`src/rtl/object_tracker.sv`:
```
// object_tracker: turns four raw push-buttons into a registered (row, col)
// object centre for the VGA renderer. Buttons are synchronised, and each
// axis runs a tick-paced press / hold / auto-repeat state machine. Steps
// either clamp at the radius-inset bounds or wrap to the opposite bound.
module object_tracker #(
  parameter int H_RES        = 640,
  parameter int V_RES        = 480,
  parameter int COL_W        = 10,
  parameter int ROW_W        = 9,
  parameter int OBJ_R        = 20,
  parameter int STEP         = 4,
  parameter int TICK_DIV     = 833333,
  parameter int REPEAT_DELAY = 20,
  parameter int WRAP         = 0
) (
  input  logic             clk50,
  input  logic             rst_n,
  input  logic             mov_up,
  input  logic             mov_down,
  input  logic             mov_left,
  input  logic             mov_right,
  output logic [ROW_W-1:0] obj_row,
  output logic [COL_W-1:0] obj_col,
  output logic             moving,
  output logic             edge_hit
);

  typedef enum logic [1:0] {
    IDLE   = 2'd0,
    HOLD   = 2'd1,
    REPEAT = 2'd2
  } axisState_t;

  localparam int TICK_W = (TICK_DIV > 1) ? $clog2(TICK_DIV) : 1;
  // The hold counter only ever reaches REPEAT_DELAY-1.
  localparam int DLY_W  = (REPEAT_DELAY > 1) ? $clog2(REPEAT_DELAY) : 1;

  // Button order inside the vectors: [0]=up, [1]=down, [2]=left, [3]=right.
  logic [3:0] btnRaw;
  logic [3:0] syncMeta;
  logic [3:0] syncOut;

  assign btnRaw = {mov_right, mov_left, mov_down, mov_up};

  // Two-flop synchroniser for all four asynchronous buttons.
  always_ff @(posedge clk50 or negedge rst_n) begin
    if (!rst_n) begin
      syncMeta <= 4'b0000;
      syncOut  <= 4'b0000;
    end else begin
      syncMeta <= btnRaw;
      syncOut  <= syncMeta;
    end
  end

  logic [TICK_W-1:0] tickCount;
  logic              tick;

  assign tick = (tickCount == TICK_W'(TICK_DIV - 1));

  // Free-running movement tick divider; tick is high on the terminal count.
  always_ff @(posedge clk50 or negedge rst_n) begin
    if (!rst_n) begin
      tickCount <= '0;
    end else if (tick) begin
      tickCount <= '0;
    end else begin
      tickCount <= tickCount + TICK_W'(1);
    end
  end

  // Per-axis increase / decrease requests. Axis 0 is the column
  // (right increases), axis 1 is the row (down increases, up decreases).
  logic [1:0] incVec;
  logic [1:0] decVec;
  logic [1:0] hitVec;
  logic [1:0] activeVec;

  assign incVec = {syncOut[1], syncOut[3]};
  assign decVec = {syncOut[0], syncOut[2]};

  genvar gi;
  generate
    for (gi = 0; gi < 2; gi++) begin : gAxis
      localparam int RES    = (gi == 0) ? H_RES : V_RES;
      localparam int AX_W   = (gi == 0) ? COL_W : ROW_W;
      localparam int MIN_P  = OBJ_R;
      localparam int MAX_P  = RES - 1 - OBJ_R;
      localparam int CENTER = RES / 2;

      axisState_t      stateReg;
      logic [AX_W-1:0] posReg;
      logic [DLY_W-1:0] dlyReg;
      logic            lastUpReg;
      logic            hitReg;
      logic            activeReg;

      logic            dirNz;
      logic            dirUp;
      logic            reversal;
      logic [AX_W:0]   sumUp;
      logic [AX_W-1:0] stepPos;
      logic            stepHit;

      // Both or neither button pressed cancels out to "no direction".
      assign dirNz    = incVec[gi] ^ decVec[gi];
      assign dirUp    = incVec[gi] & ~decVec[gi];
      assign reversal = dirNz && (dirUp != lastUpReg);
      // One bit wider so pos+STEP can never overflow before the bound test.
      assign sumUp    = {1'b0, posReg} + (AX_W+1)'(STEP);

      // Target position and bound flag for a step in the current direction.
      always_comb begin
        stepPos = posReg;
        stepHit = 1'b0;
        if (dirUp) begin
          if (sumUp > (AX_W+1)'(MAX_P)) begin
            stepHit = 1'b1;
            stepPos = (WRAP != 0) ? AX_W'(MIN_P) : AX_W'(MAX_P);
          end else begin
            stepPos = sumUp[AX_W-1:0];
          end
        end else begin
          // pos-STEP<MIN rewritten as pos<MIN+STEP to avoid underflow.
          if ({1'b0, posReg} < (AX_W+1)'(MIN_P + STEP)) begin
            stepHit = 1'b1;
            stepPos = (WRAP != 0) ? AX_W'(MAX_P) : AX_W'(MIN_P);
          end else begin
            stepPos = posReg - AX_W'(STEP);
          end
        end
      end

      // Press / hold / auto-repeat FSM with registered position and flags.
      always_ff @(posedge clk50 or negedge rst_n) begin
        if (!rst_n) begin
          stateReg  <= IDLE;
          posReg    <= AX_W'(CENTER);
          dlyReg    <= '0;
          lastUpReg <= 1'b0;
          hitReg    <= 1'b0;
          activeReg <= 1'b0;
        end else begin
          hitReg <= 1'b0;
          case (stateReg)
            IDLE: begin
              if (dirNz) begin
                posReg    <= stepPos;
                hitReg    <= stepHit;
                dlyReg    <= '0;
                lastUpReg <= dirUp;
                stateReg  <= HOLD;
                activeReg <= 1'b1;
              end
            end
            HOLD: begin
              if (!dirNz) begin
                stateReg  <= IDLE;
                activeReg <= 1'b0;
              end else if (reversal) begin
                posReg    <= stepPos;
                hitReg    <= stepHit;
                dlyReg    <= '0;
                lastUpReg <= dirUp;
              end else if (tick) begin
                if (dlyReg == DLY_W'(REPEAT_DELAY - 1)) begin
                  posReg   <= stepPos;
                  hitReg   <= stepHit;
                  stateReg <= REPEAT;
                end else begin
                  dlyReg <= dlyReg + DLY_W'(1);
                end
              end
            end
            REPEAT: begin
              if (!dirNz) begin
                stateReg  <= IDLE;
                activeReg <= 1'b0;
              end else if (reversal) begin
                // A reversal restarts the hold delay in the new direction.
                posReg    <= stepPos;
                hitReg    <= stepHit;
                dlyReg    <= '0;
                lastUpReg <= dirUp;
                stateReg  <= HOLD;
              end else if (tick) begin
                posReg <= stepPos;
                hitReg <= stepHit;
              end
            end
            default: begin
              stateReg  <= IDLE;
              activeReg <= 1'b0;
            end
          endcase
        end
      end

      assign hitVec[gi]    = hitReg;
      assign activeVec[gi] = activeReg;

      if (gi == 0) begin : gColOut
        assign obj_col = posReg;
      end else begin : gRowOut
        assign obj_row = posReg;
      end
    end
  endgenerate

  assign moving   = |activeVec;
  assign edge_hit = |hitVec;

endmodule

```
`config.mk`:
```
export PLATFORM = sky130hd
export DESIGN_NAME = object_tracker
export DESIGN_NICKNAME = d
export VERILOG_FILES = /design/src/rtl/object_tracker.sv
export SDC_FILE = /design/constraint.sdc
export NUM_CORES = 1
export LEC_CHECK = 0
export BUFFER_PORTS_ARGS = -buffer_cell sky130_fd_sc_hd__buf_2
export CAP_MARGIN = 15
export CORE_MARGIN = 5
export CORE_UTILIZATION = 47
export DETAILED_ROUTE_END_ITERATION = 16
export PLACE_DENSITY = 0.71
export SYNTH_ARGS = -nofsm -noshare
export SYNTH_HDL_FRONTEND = slang
export SYNTH_SLANG_ARGS = --single-unit
```
`constraint.sdc`:
```
create_clock -name clk50 -period 2.6 [get_ports clk50]
set_input_delay 0.13 -clock clk50 [delete_from_list [all_inputs] [get_ports clk50]]
set_output_delay 0.13 -clock clk50 [all_outputs]
set_load 0.01 [all_outputs]
```
* After elaboration in Yosys (flattened, before gate mapping)
Cells that the tools add are included.
** Storage, ports and cells
- Bits of input ports :: 6
- Bits in latches :: 0
- ROM bits :: 0
- Memory bits (writable) :: 0
- Bits in registers :: 67
- Output and inout bits :: 21
- Memories kept :: 0
- Word-level logic and storage cells :: 188
** Operators by class
- Reduce and logical (&&, ||, !) cells :: 22
- Shift operators :: 0
- Multipliers :: 0
- Eq/ne operators :: 39
- Bitwise logic cells :: 6
- Divide/modulo/power cells :: 0
- Magnitude comparators :: 4
- Add/sub/neg operators :: 7
- Muxes and demuxes :: 95
** Operators with widths (count)
- 10-bit 2-to-1 mux :: 11
- 9-bit 2-to-1 mux :: 11
- 5-bit 2-to-1 mux :: 14
- 3-bit != test (second input constant) :: 16
- 1-bit 2-to-1 mux :: 32
- 10-bit case mux with 3 select lines :: 1
- 5-bit case mux with 3 select lines :: 2
- 2-bit 2-to-1 mux :: 14
- 7-bit AND reduction :: 4
- 9-bit case mux with 3 select lines :: 1
- 20-bit by 1-bit adder with 20-bit output (second input constant) :: 1
- 20-bit equality test (second input constant) :: 1
- 20-bit 2-to-1 mux :: 1
- 2-bit != test (second input constant) :: 10
- 2-bit case mux with 3 select lines :: 2
- 10-bit by 3-bit adder with 11-bit output (second input constant) :: 1
- 11-bit by 10-bit > comparator with 1-bit output (second input constant) :: 1
- 5-bit by 1-bit adder with 5-bit output (second input constant) :: 2
- 9-bit by 3-bit adder with 10-bit output (second input constant) :: 1
- 5-bit equality test (second input constant) :: 2
- 10-bit by 9-bit > comparator with 1-bit output (second input constant) :: 1
- 10-bit by 5-bit < comparator with 1-bit output (second input constant) :: 1
- 5-bit AND reduction :: 2
- 10-bit by 3-bit subtractor with 10-bit output (second input constant) :: 1
- 18 further kinds :: 40

* Logic depth before layout (Yosys ltp)
- Depth after elaboration :: 9
- Mapped depth :: 10
- Depth with buffers taken out :: 8

* Least setup slack after synthesis
Ideal clock, no wire load.
- Path kind :: register -> register
- Start point :: register gAxis[0].posReg[2] (netlist: obj_col[2])
- End point :: register gAxis[0].posReg[5] (netlist: obj_col[5])
- Slack :: 0.219 ns
- Required time :: 2.465 ns
- Stages on the path, launching flop included :: 9
- Clock period less this slack :: 2.381 ns
- Path buffers :: 1
- Arrival time :: 2.246 ns
- Setup time :: 0.135 ns
- Cells stage by stage :: dfrtp_1 -> ha_1 -> clkbuf_1 -> and3_1 -> nand3_1 -> mux2i_1 -> o311ai_0 -> o221a_2 -> o21ai_0
** Between the ends
- Cells in the longest elaborated chain, start to end :: 9
- Elaborated cells on any way between the ends :: 16
- Classes of those cells :: 2 x add/sub; 2 x order compare; 12 x mux
** RTL lines
- from (decl) :: line 92 : logic [AX_W-1:0] posReg;
- from (signal assigned) :: line 138 : posReg <= AX_W'(CENTER);
- from (signal assigned) :: line 148 : posReg <= stepPos;
- from (signal assigned) :: line 161 : posReg <= stepPos;
- 10-bit by 3-bit adder with 11-bit output :: line 110 : assign sumUp = {1'b0, posReg} + (AX_W+1)'(STEP);
- 11-bit by 10-bit > comparator with 1-bit output :: line 117 : if (sumUp > (AX_W+1)'(MAX_P)) begin
- 10-bit 2-to-1 mux :: line 117
- 10-bit 2-to-1 mux * :: line 116 : if (dirUp) begin
- 10-bit 2-to-1 mux :: line 166 : if (dlyReg == DLY_W'(REPEAT_DELAY - 1)) begin
- 10-bit 2-to-1 mux :: line 165 : end else if (tick) begin
- 10-bit 2-to-1 mux :: line 160 : end else if (reversal) begin
- 10-bit 2-to-1 mux :: line 157 : if (!dirNz) begin
- 10-bit case mux with 3 select lines * :: line 145 : case (stateReg)
Every way passes the cells marked *; elsewhere a longest branch is shown, timed or not. The select of a mux whose other input is x is not followed.
A chain may end at the register's enable or synchronous reset.

* Worst setup path after layout
- Start point :: register tickCount[0]
- End point :: register gAxis[1].stateReg[0]
** Between the ends
- Cells in the longest elaborated chain, start to end :: 3
** RTL lines
- from (decl) :: line 56 : logic [TICK_W-1:0] tickCount;
- from (signal assigned) :: line 68 : tickCount <= tickCount + TICK_W'(1);
- 20-bit equality test :: line 59 : assign tick = (tickCount == TICK_W'(TICK_DIV - 1));
- 3-bit != test (no line)
- 5-bit AND reduction (no line)
- to (signal assigned) :: line 137 : stateReg <= IDLE;
- to (signal assigned) :: line 152 : stateReg <= HOLD;
- to (signal assigned) :: line 158 : stateReg <= IDLE;
- to (decl) :: line 91 : axisState_t stateReg;
No other way between the ends.

==> key figures <==
Synthesis
  • Number of synthesized flops with an enable pin: 0
  • Ys Warns: 0
  • Netlist cell types: 65
  • Syn avg cell area: 8.86 um2
  • Flops & latches, synth: 65
  • Post-Synthesis Cells: 468
  • Syn nets: 496
  • Post-synth top flop: dfrtp_1
  • Fraction of registers with async set or reset after synthesis: 100%
  • Mapped cell area: 0.00415 mm2
  • Sequential area share after synthesis: 39.4%

Drt
  • WL/cell: 14.7 um
  • DRT iter0 DRCs: 201
  • Final antenna-violating net count: 0
  • Post-DR vias/cell: 5.78
  • Iteration count of the initial detailed-routing pass: 4
  • DRC Markers: 0
  • Vias: 3580
  • Routed WL: 9080 um

Placement
  • DP Area: 0.00446 mm2
  • IO buf count: 26
  • DP Wirelength: 6530 um
  • Cells after DPL: 598
  • RD Place Congestion: 0.919

STA
  • Max Slew Vio Count: 0
  • Final Hold Fails: 0
  • Setup violators final: 0
  • Setup Skew: 0.00943 ns
  • Max transition margin: 51.6%
  • WHS: 0.344 ns
  • Max Freq: 415 MHz
  • RSZ-0062 raised after global routing: no
  • Crit path time final: 2.41 ns
  • Pin slew with the least headroom to its limit: 0.723 ns
  • Fin crit share: 92.7%

Setup path
  • Startpoint types: flip-flop
  • Setup crit end kind: flip-flop
  • Reg-to-reg slack, setup: 0.19 ns
  • CP max FO: 3
  • CP Class: flip-flop to flip-flop
  • Critical Path RT: 2.83 ns
  • Arrival time of the worst setup path: 2.64 ns

Clock network
  • Root buf cell: clkbuf_8
  • Postcts setup bufs: 0
  • Inserted Clock Buffers: 9
  • Clock transition at the registers of the reported paths: 0.07 ns
  • Clk Latency, worst-skew pair: 0.35 ns
  • H-tree lvl count: 3
  • Clock Tree Buf Depth: 2
  • TritonCTS clock tree: done
  • CTS sink cnt: 65

Global route
  • First-pass GRT wire length: 16400 um
  • Total grt overflow: 0
  • Vias in the first global route: 3511
  • Overall Global Routing Usage: 17.8%
  • Initial antenna violation count: 0
  • Largest net degree at the start of global routing: 30

Layout
  • Diodes inserted: 0
  • Final Cell Area: 0.00471 mm2
  • Final Non-Filler Cells: 619
  • Layout area overhead: 13.7%
  • Layout cells sized above 1: 14.7%
  • Final net count: 534

Hold path
  • Hold Path Class: primary input to async pin

Pwr
  • Switching share of power: 41.0%
  • Static leakage: 2.08 nW
  • Internal power: 2.65 mW
  • Net Sw Power: 1.84 mW
  • Clock Power Share: 20.3%
  • Seq pwr share: 33.8%
  • Logic pwr share: 45.9%
  • Pwr per Cell Area: 952 mW/mm2
  • Peak supply drop: 374 uV

Flow run
  • Max-cap violations: 0

Die
  • Core footprint: 0.00868 mm2
  • Cell row count: 34
  • Die ar.: 0.0108 mm2
  • Die Wd: 104 um
  • Initial Utilization: 47.8%
  • Die Ht: 104 um
  • I/O pins: 27

Status
  • Outcome: completed
## per-stage QoR
step                power [mW]  utilization (%)  setup WS (ns)  setup TNS, ns
finish                    4.49             54.3          0.189              0
global route              4.86             54.3         0.0457              0
CTS                       4.49             54.3          0.165              0
detailed placement        3.55             51.3        -0.0445        -0.0594
global placement          3.49             51.3         0.0396              0
floorplan                 2.94                -          0.219              0
## layout make-up
type	instances	area, um2
flip-flops and latches	65	1630
clock buffers	13	139
multi-input cells	358	2340
well taps	108	135
clock inverters	3	65.1
inverters	23	86.3
fillers	795	3960
repair buffers	49	315
## state kept, by name, summed over array words and instances (netlist names)
signal / cells
tickCount: 20
gAxis.activeReg: 2
gAxis.lastUpReg: 2
syncOut: 4
gAxis.hitReg: 2
syncMeta: 4
obj_col: 9
gAxis.dlyReg: 10
gAxis.stateReg: 4
obj_row: 8
## cells by family (layout without fill, tap and decap cells)
kind of cell / after synthesis / count (layout) / synth area share [%]
XOR/XNOR: 29 / 29 / 6.13
AO/OA/AOI/OAI: 120 / 120 / 19.5
flip-flops: 65 / 65 / 39.4
buffers and inverters: 45 / 88 / 4.28
multiplexers: 8 / 8 / 2.02
AND/OR/NAND/NOR: 179 / 179 / 22.0
adder cells (fa/ha/maj): 22 / 22 / 6.64
## cell usage after synthesis (all sizes together) (2+ instances only)
cell type / count / area share [%]
dfrtp: 59 / 36
nor2: 44 / 4.0
nand2: 36 / 3.3
o21ai: 31 / 3.7
nand3: 29 / 3.5
a21oi: 23 / 2.8
inv: 23 / 2.1
ha: 22 / 6.6
xnor2: 20 / 4.2
clkbuf: 18 / 1.6
nand4: 14 / 2.1
nor2b: 9 / 1.4
xor2: 9 / 1.9
nor3: 8 / 0.97
o31ai: 8 / 1.4
a22o: 7 / 1.5
or3: 7 / 1.1
a31oi: 6 / 0.91
dfstp: 6 / 3.8
o22ai: 6 / 0.91
mux2i: 5 / 1.2
o22a: 5 / 1.1
and3: 4 / 0.60
and4: 4 / 0.84
buf: 4 / 0.57
nor4: 4 / 0.75
and2: 3 / 0.45
mux2: 3 / 0.81
nand2b: 3 / 0.45
o31a: 3 / 0.63
or2: 3 / 0.45
a211o: 2 / 0.42
a211oi: 2 / 0.36
a21o: 2 / 0.36
a221oi: 2 / 0.42
a22oi: 2 / 0.36
a31o: 2 / 0.42
nand3b: 2 / 0.36
nor3b: 2 / 0.36
o21ba: 2 / 0.48
o221a: 2 / 0.54
o311ai: 2 / 0.42
## power groups by stage
stage | clock (mW) | combinational [mW] | sequential [mW]
3_3_place_gp | 0 | 1.97 | 1.52
2_1_floorplan | 0 | 1.50 | 1.44
3_5_place_dp | 0 | 2.02 | 1.53
5_1_grt | 0.990 | 2.32 | 1.56
6_report | 0.914 | 2.06 | 1.52
4_1_cts | 0.935 | 2.04 | 1.51
## critical path, stage by stage (launching register included)
cell	delay, ns
dfrtp_1	0.40
inv_1	0.08
ha_1	0.21
nand3b_1	0.11
nor4_1	0.37
buf_4	0.19
nand3_1	0.07
a22o_1	0.23
mux2_2	0.30
a221oi_1	0.32
## metal layers
layer / share of wire (%) / global-route usage [%]
met3: 4.3 / 4.35
met2: 48 / 29.0
met4: 1.0 / 5.64
met1: 46 / 23.4
met5: 0 / 0
## layout by cell type, fill, tap and decap left out, drive strengths merged, types with 3 or more instances in the layout
cell,count
and4,4
nor2,44
and2,3
nand2b,3
xnor2,20
a22o,7
clkbuf,13
dfrtp,59
and3,4
nor3,8
dfstp,6
a31oi,6
o21ai,31
inv,23
or3,7
nor4,4
nand4,14
a21oi,23
nor2b,9
dlygate4sd3,5
xor2,9
mux2i,5
ha,22
o22ai,6
buf,44
mux2,3
nand3,29
o31ai,8
or2,3
o22a,5
nand2,36
o31a,3
## worst paths after layout
check | from | endpoint | depth (start not counted)
setup / recovery | tickCount[0] | gAxis[1].stateReg[0] | 9
hold / removal | rst_n | obj_col[5] | 2
setup reg to reg | tickCount[0] | gAxis[1].stateReg[0] | 9
hold reg to reg | syncMeta[1] | syncOut[1] | 0
max in group asynchronous | rst_n | obj_col[8] | 3
min in group clk50 | syncMeta[1] | syncOut[1] | 0
## what timing repair did
| action | in CTS | in global routing |
|---|---|---|
| gates resized for setup | 1 | 1 |
| setup endpoints to repair | 4 | 3 |
| endpoints found under the hold margin | 29 | 0 |
| hold buffers | 5 | 0 |
Power figures use the tool's default switching activity.
